===== config.mk =====
export PLATFORM = sky130hd
export DESIGN_NAME = uart_rx_deserializer
export DESIGN_NICKNAME = d
export VERILOG_FILES = /design/src/rtl/uart_rx_deserializer.sv
export SDC_FILE = /design/constraint.sdc
export NUM_CORES = 1
export LEC_CHECK = 0
export CORE_MARGIN = 4
export CORE_UTILIZATION = 55
export DETAILED_ROUTE_END_ITERATION = 10
export GPL_TIMING_DRIVEN = 0
export PLACE_DENSITY = 0.74
export SYNTH_ARGS = -nofsm -noshare
export SYNTH_HDL_FRONTEND = slang
export SYNTH_SLANG_ARGS = --single-unit

===== constraint.sdc =====
create_clock -name clk -period 5.38 [get_ports clk]
set_input_delay 0.538 -clock clk [delete_from_list [all_inputs] [get_ports clk]]
set_output_delay 0.538 -clock clk [all_outputs]
set_load 0.005 [all_outputs]

===== src/rtl/uart_rx_deserializer.sv =====
// UART receive stage: 2-FF synchronizer, oversampling divider, midpoint-sampling FSM
// and a one-entry valid/ready holding register. Define UART_RX_PARITY_EN for 8E1 (default 8N1).
module uart_rx_deserializer #(
    parameter int CLK_FREQ   = 100_000_000,
    parameter int BAUD_RATE  = 9600,
    parameter int OVERSAMPLE = 16
) (
    input  logic       clk,
    input  logic       rst_n,
    input  logic       rx_serial,
    output logic [7:0] rx_data,
    output logic       rx_valid,
    input  logic       rx_ready,
    output logic       rx_error,
    output logic       rx_overrun,
    output logic       rx_busy
);

    localparam int DIV_RAW     = CLK_FREQ / (BAUD_RATE * OVERSAMPLE);
    localparam int DIV         = (DIV_RAW < 1) ? 1 : DIV_RAW;
    localparam int DIV_W       = (DIV > 1) ? $clog2(DIV) : 1;
    localparam int TICK_W      = $clog2(OVERSAMPLE);
    localparam int SYNC_STAGES = 2;

    localparam logic [DIV_W-1:0]  DIV_LAST  = DIV_W'(DIV - 1);
    localparam logic [TICK_W-1:0] HALF_LAST = TICK_W'(OVERSAMPLE / 2 - 1);
    localparam logic [TICK_W-1:0] FULL_LAST = TICK_W'(OVERSAMPLE - 1);

    typedef enum logic [2:0] {
        S_IDLE,
        S_START,
        S_DATA,
`ifdef UART_RX_PARITY_EN
        S_PARITY,
`endif
        S_STOP,
        S_WAIT_HIGH
    } state_t;

    state_t              state_reg;
    logic [SYNC_STAGES-1:0] sync_reg;
    logic [DIV_W-1:0]    div_reg;
    logic [TICK_W-1:0]   tick_reg;
    logic [2:0]          bit_reg;
    logic [7:0]          shift_reg;
`ifdef UART_RX_PARITY_EN
    logic                parity_err_reg;
`endif
    logic                rx_s;
    logic                tick;

    // Idle-high line, so the synchronizer resets to 1 to avoid a spurious start.
    always_ff @(posedge clk) begin
        if (!rst_n) begin
            sync_reg <= '1;
        end else begin
            sync_reg <= {sync_reg[SYNC_STAGES-2:0], rx_serial};
        end
    end

    assign rx_s = sync_reg[SYNC_STAGES-1];
    assign tick = (div_reg == DIV_LAST);

    always_ff @(posedge clk) begin
        if (!rst_n) begin
            state_reg  <= S_IDLE;
            div_reg    <= '0;
            tick_reg   <= '0;
            bit_reg    <= '0;
            shift_reg  <= '0;
`ifdef UART_RX_PARITY_EN
            parity_err_reg <= 1'b0;
`endif
            rx_data    <= 8'h00;
            rx_valid   <= 1'b0;
            rx_error   <= 1'b0;
            rx_overrun <= 1'b0;
            rx_busy    <= 1'b0;
        end else begin
            rx_error   <= 1'b0;
            rx_overrun <= 1'b0;

            // A completed byte later in this block overrides this clear.
            if (rx_valid && rx_ready) begin
                rx_valid <= 1'b0;
            end

            if (state_reg != S_IDLE) begin
                div_reg <= tick ? '0 : div_reg + 1'b1;
            end

            case (state_reg)
                S_IDLE: begin
                    if (!rx_s) begin
                        state_reg <= S_START;
                        rx_busy   <= 1'b1;
                        div_reg   <= '0;
                        tick_reg  <= '0;
                    end
                end

                S_START: begin
                    if (tick) begin
                        if (tick_reg == HALF_LAST) begin
                            tick_reg <= '0;
                            bit_reg  <= '0;
                            if (rx_s) begin
                                state_reg <= S_IDLE;
                                rx_busy   <= 1'b0;
                            end else begin
                                state_reg <= S_DATA;
                            end
                        end else begin
                            tick_reg <= tick_reg + 1'b1;
                        end
                    end
                end

                S_DATA: begin
                    if (tick) begin
                        if (tick_reg == FULL_LAST) begin
                            tick_reg  <= '0;
                            shift_reg <= {rx_s, shift_reg[7:1]};
                            if (bit_reg == 3'd7) begin
`ifdef UART_RX_PARITY_EN
                                state_reg <= S_PARITY;
`else
                                state_reg <= S_STOP;
`endif
                            end else begin
                                bit_reg <= bit_reg + 1'b1;
                            end
                        end else begin
                            tick_reg <= tick_reg + 1'b1;
                        end
                    end
                end

`ifdef UART_RX_PARITY_EN
                S_PARITY: begin
                    if (tick) begin
                        if (tick_reg == FULL_LAST) begin
                            tick_reg       <= '0;
                            parity_err_reg <= (^shift_reg) ^ rx_s;
                            state_reg      <= S_STOP;
                        end else begin
                            tick_reg <= tick_reg + 1'b1;
                        end
                    end
                end
`endif

                S_STOP: begin
                    if (tick) begin
                        if (tick_reg == FULL_LAST) begin
                            tick_reg <= '0;
                            if (!rx_s) begin
                                // Framing error: park until the line is released.
                                rx_error  <= 1'b1;
                                state_reg <= S_WAIT_HIGH;
`ifdef UART_RX_PARITY_EN
                            end else if (parity_err_reg) begin
                                rx_error  <= 1'b1;
                                state_reg <= S_IDLE;
                                rx_busy   <= 1'b0;
`endif
                            end else begin
                                state_reg <= S_IDLE;
                                rx_busy   <= 1'b0;
                                if (!rx_valid || rx_ready) begin
                                    rx_data  <= shift_reg;
                                    rx_valid <= 1'b1;
                                end else begin
                                    rx_overrun <= 1'b1;
                                end
                            end
                        end else begin
                            tick_reg <= tick_reg + 1'b1;
                        end
                    end
                end

                S_WAIT_HIGH: begin
                    if (rx_s) begin
                        state_reg <= S_IDLE;
                        rx_busy   <= 1'b0;
                    end
                end

                default: begin
                    state_reg <= S_IDLE;
                    rx_busy   <= 1'b0;
                end
            endcase
        end
    end

endmodule


==> flow_summary.json <==
{
  "drt-total-wl_um": 4120,
  "yosys_most_used_dff": "dfxtp_1",
  "grt-ovfl-total": 0,
  "synth_edf_count": 0,
  "viasPerCell": 5.74,
  "slew_headroom": 0.418,
  "ys_ff_latch": 42,
  "met2_length_um": 1840,
  "seq_power_share": 0.628,
  "hold_class": "reg -> reg",
  "syn-num-nets": 236,
  "layout-drive-gt1-share": 0.0884,
  "dieArea_um2": 4650,
  "syn_avg_cell_area_um2": 8.79,
  "cp-end-kind": "flip-flop",
  "async_reset_ff_frac": 0,
  "cts_resized": 0,
  "cap_violations": 0,
  "total_power_mw": 0.500,
  "worstMarginPinSlew_ns": 0.868,
  "finalHoldViolCount": 0,
  "ir_drop_v": 0.000186,
  "synth_seq_area_share": 0.422,
  "yosys_warnings": 0,
  "final_cell_mix": "42 x dfxtp_1, 24 x nand2_1, 17 x nor2_1",
  "drt-met1-wl_um": 2100,
  "antenna_left": 0,
  "yosysUniqueCellTypes": 47,
  "die_w_um": 68.2,
  "tritoncts.num_buffers": 5,
  "netlist_top_cells_area": "dfxtp_1 42%, mux2i_1 5.0%, nand2_1 4.5%",
  "switching_power_mw": 0.126,
  "fill_cells": 309,
  "largest_reg_flops": 10,
  "dp_hpwl_um": 2880,
  "die_h_um": 68.2,
  "stdcell_area_um2": 2250,
  "switching_share": 0.251,
  "path_clk_slew_ns": 0.12,
  "cts_root_buf": "clkbuf_4",
  "met3_wirelength_um": 106,
  "routed.top_layer": "met4",
  "synth_area_um2": 1990,
  "path_class": "reg -> reg",
  "finClkSkew_ns": 0.00842,
  "rows": 21,
  "critPathLaunch": "div_reg[4]",
  "h-tree-depth": 2,
  "grt_usage": 0.203,
  "coreArea_um2": 3420,
  "crit_family": "simple AND/OR/NAND/NOR gates",
  "r2r-start": "div_reg[4]",
  "crit_required_ns": 5.68,
  "rsz0062_at_grt": "no",
  "drt_iter0_drc": 154,
  "fin_nets": 257,
  "fmax_ghz": 0.410,
  "synth_top_area_share": 0.422,
  "vias": 1692,
  "num_io_pins": 16,
  "drc_errors": 0,
  "worstSetupStartpointType": "flip-flop",
  "cts_tree": "yes",
  "intPower_mw": 0.375,
  "start_util": 0.584,
  "finalMaxSlewViolations": 0,
  "synthCells": 227,
  "clk_latency_ns": 0.36,
  "port-buffer-count": 14,
  "reg2reg_slack_ns": 2.94,
  "dp_cells": 287,
  "cts_hold_buf": 0,
  "critPathMostFrequentCell": "or4_1",
  "cts_buffer_depth": 2,
  "antenna_cells": 0,
  "stdcell_count": 295,
  "slowest_delay_ns": 0.60,
  "grt_pass1_wl_um": 7110,
  "power_frac_clock": 0.313,
  "fin_crit_ns": 2.44,
  "postPlaceCellArea_um2": 2190,
  "power_density_nw_per_um2": 222,
  "detail_route.wl_per_cell_um": 14.0,
  "area_delta_synth_final_pct": 12.9,
  "cts.sinks": 42,
  "fin_crit_sh": 0.454,
  "path_buf_inv": 0,
  "pwr-share-comb": 0.059,
  "power_leakage_nw": 0.796,
  "status": "finished, final reports clean",
  "gp_congestion": 0.829,
  "report.final.setup_viol": 0,
  "crit_chain": "or4b_4 -> or4_1 -> o2bb2ai_1 -> or4_1 -> a21boi_1",
  "first_pass_iters": 4,
  "grt_pass1_vias": 1566,
  "crit_slowest_cell": "or4_1",
  "finalSetupTns_ns": 0,
  "antenna_found_initial": 0,
  "whs_ns": 0.422,
  "grt_max_degree": 15,
  "hold_start": "sync_reg[0]",
  "layout_commonest_cell": "dfxtp_1",
  "worstPathArrival_ns": 2.74,
  "cp_max_fo": 5,
  "post_cts_buffers": 0,
  "synth_area_leader_cell": "dfxtp_1"
}
synthesized netlist by cell type (all sizes together) (2+ instances only):
cell,number
buf,3
or4b,2
a21oi,14
nand2b,2
o41a,2
o211ai,6
xor2,2
dfxtp,42
nor2b,14
o211a,5
or3b,2
mux2i,10
or4,3
nor3,5
a21boi,6
inv,3
nor2,17
and3,5
nand3,7
o21ai,12
and2,2
clkbuf,10
nor3b,3
or3,2
o221a,2
ha,5
nand2,24
or2,4
routing by layer:
metal  global-route usage  up-vias
met4                0.102        0
met1                0.255      816
li1                     -      851
met5                    0        -
met3               0.0394        7
met2                0.330       18
power by group through the flow:
stage / clock network (mW) / logic, mW / registers (mW)
2_1_floorplan: 0 / 0.0204 / 0.321
3_3_place_gp: 0 / 0.0291 / 0.321
3_5_place_dp: 0 / 0.0293 / 0.321
4_1_cts: 0.161 / 0.0293 / 0.314
5_1_grt: 0.179 / 0.0321 / 0.315
6_report: 0.157 / 0.0296 / 0.314
final timing paths:
kind / end / cells past startpoint
setup reg to reg: state_reg[1] / 5
setup / recovery: state_reg[1] / 5
hold reg to reg: sync_reg[1] / 1
hold / removal: sync_reg[1] / 1
area by class of cell:
type                    count  area [µm²]  share of cell area
plain buffers              13        51.3              0.0228
well taps                  46        57.6              0.0256
multi-input cells         169        1090               0.485
inverters                   3        11.3             0.00500
clock buffers               5        37.5              0.0167
flip-flops and latches     42         841               0.374
clock inverters             3        21.3             0.00945
repair buffers             14         140              0.0623
worst register-to-register path, cell delays in order, from the launching register on:
cell       delay (ns)
dfxtp_1          0.36
or4b_4           0.57
or4_1            0.60
o2bb2ai_1        0.23
or4_1            0.50
a21boi_1         0.13
kinds of logic (layout without fill, tap and decap cells):
group	Yosys count	after routing	synth area share
buf+inv	16	38	0.0314
flops	42	42	0.422
mux	11	11	0.0558
compound gates	55	55	0.189
fa+ha+maj	5	5	0.0314
xor+xnor	3	3	0.0132
simple gates	95	95	0.258
through the flow:
step	util	setup slack (ns)
final	0.659	2.94
after CTS	0.659	2.95
after global routing	0.659	2.83
after global placement	0.642	2.90
after floorplan	-	3.12
after detailed placement	0.642	2.90
Note: power is estimated with default switching activity, not from simulation.
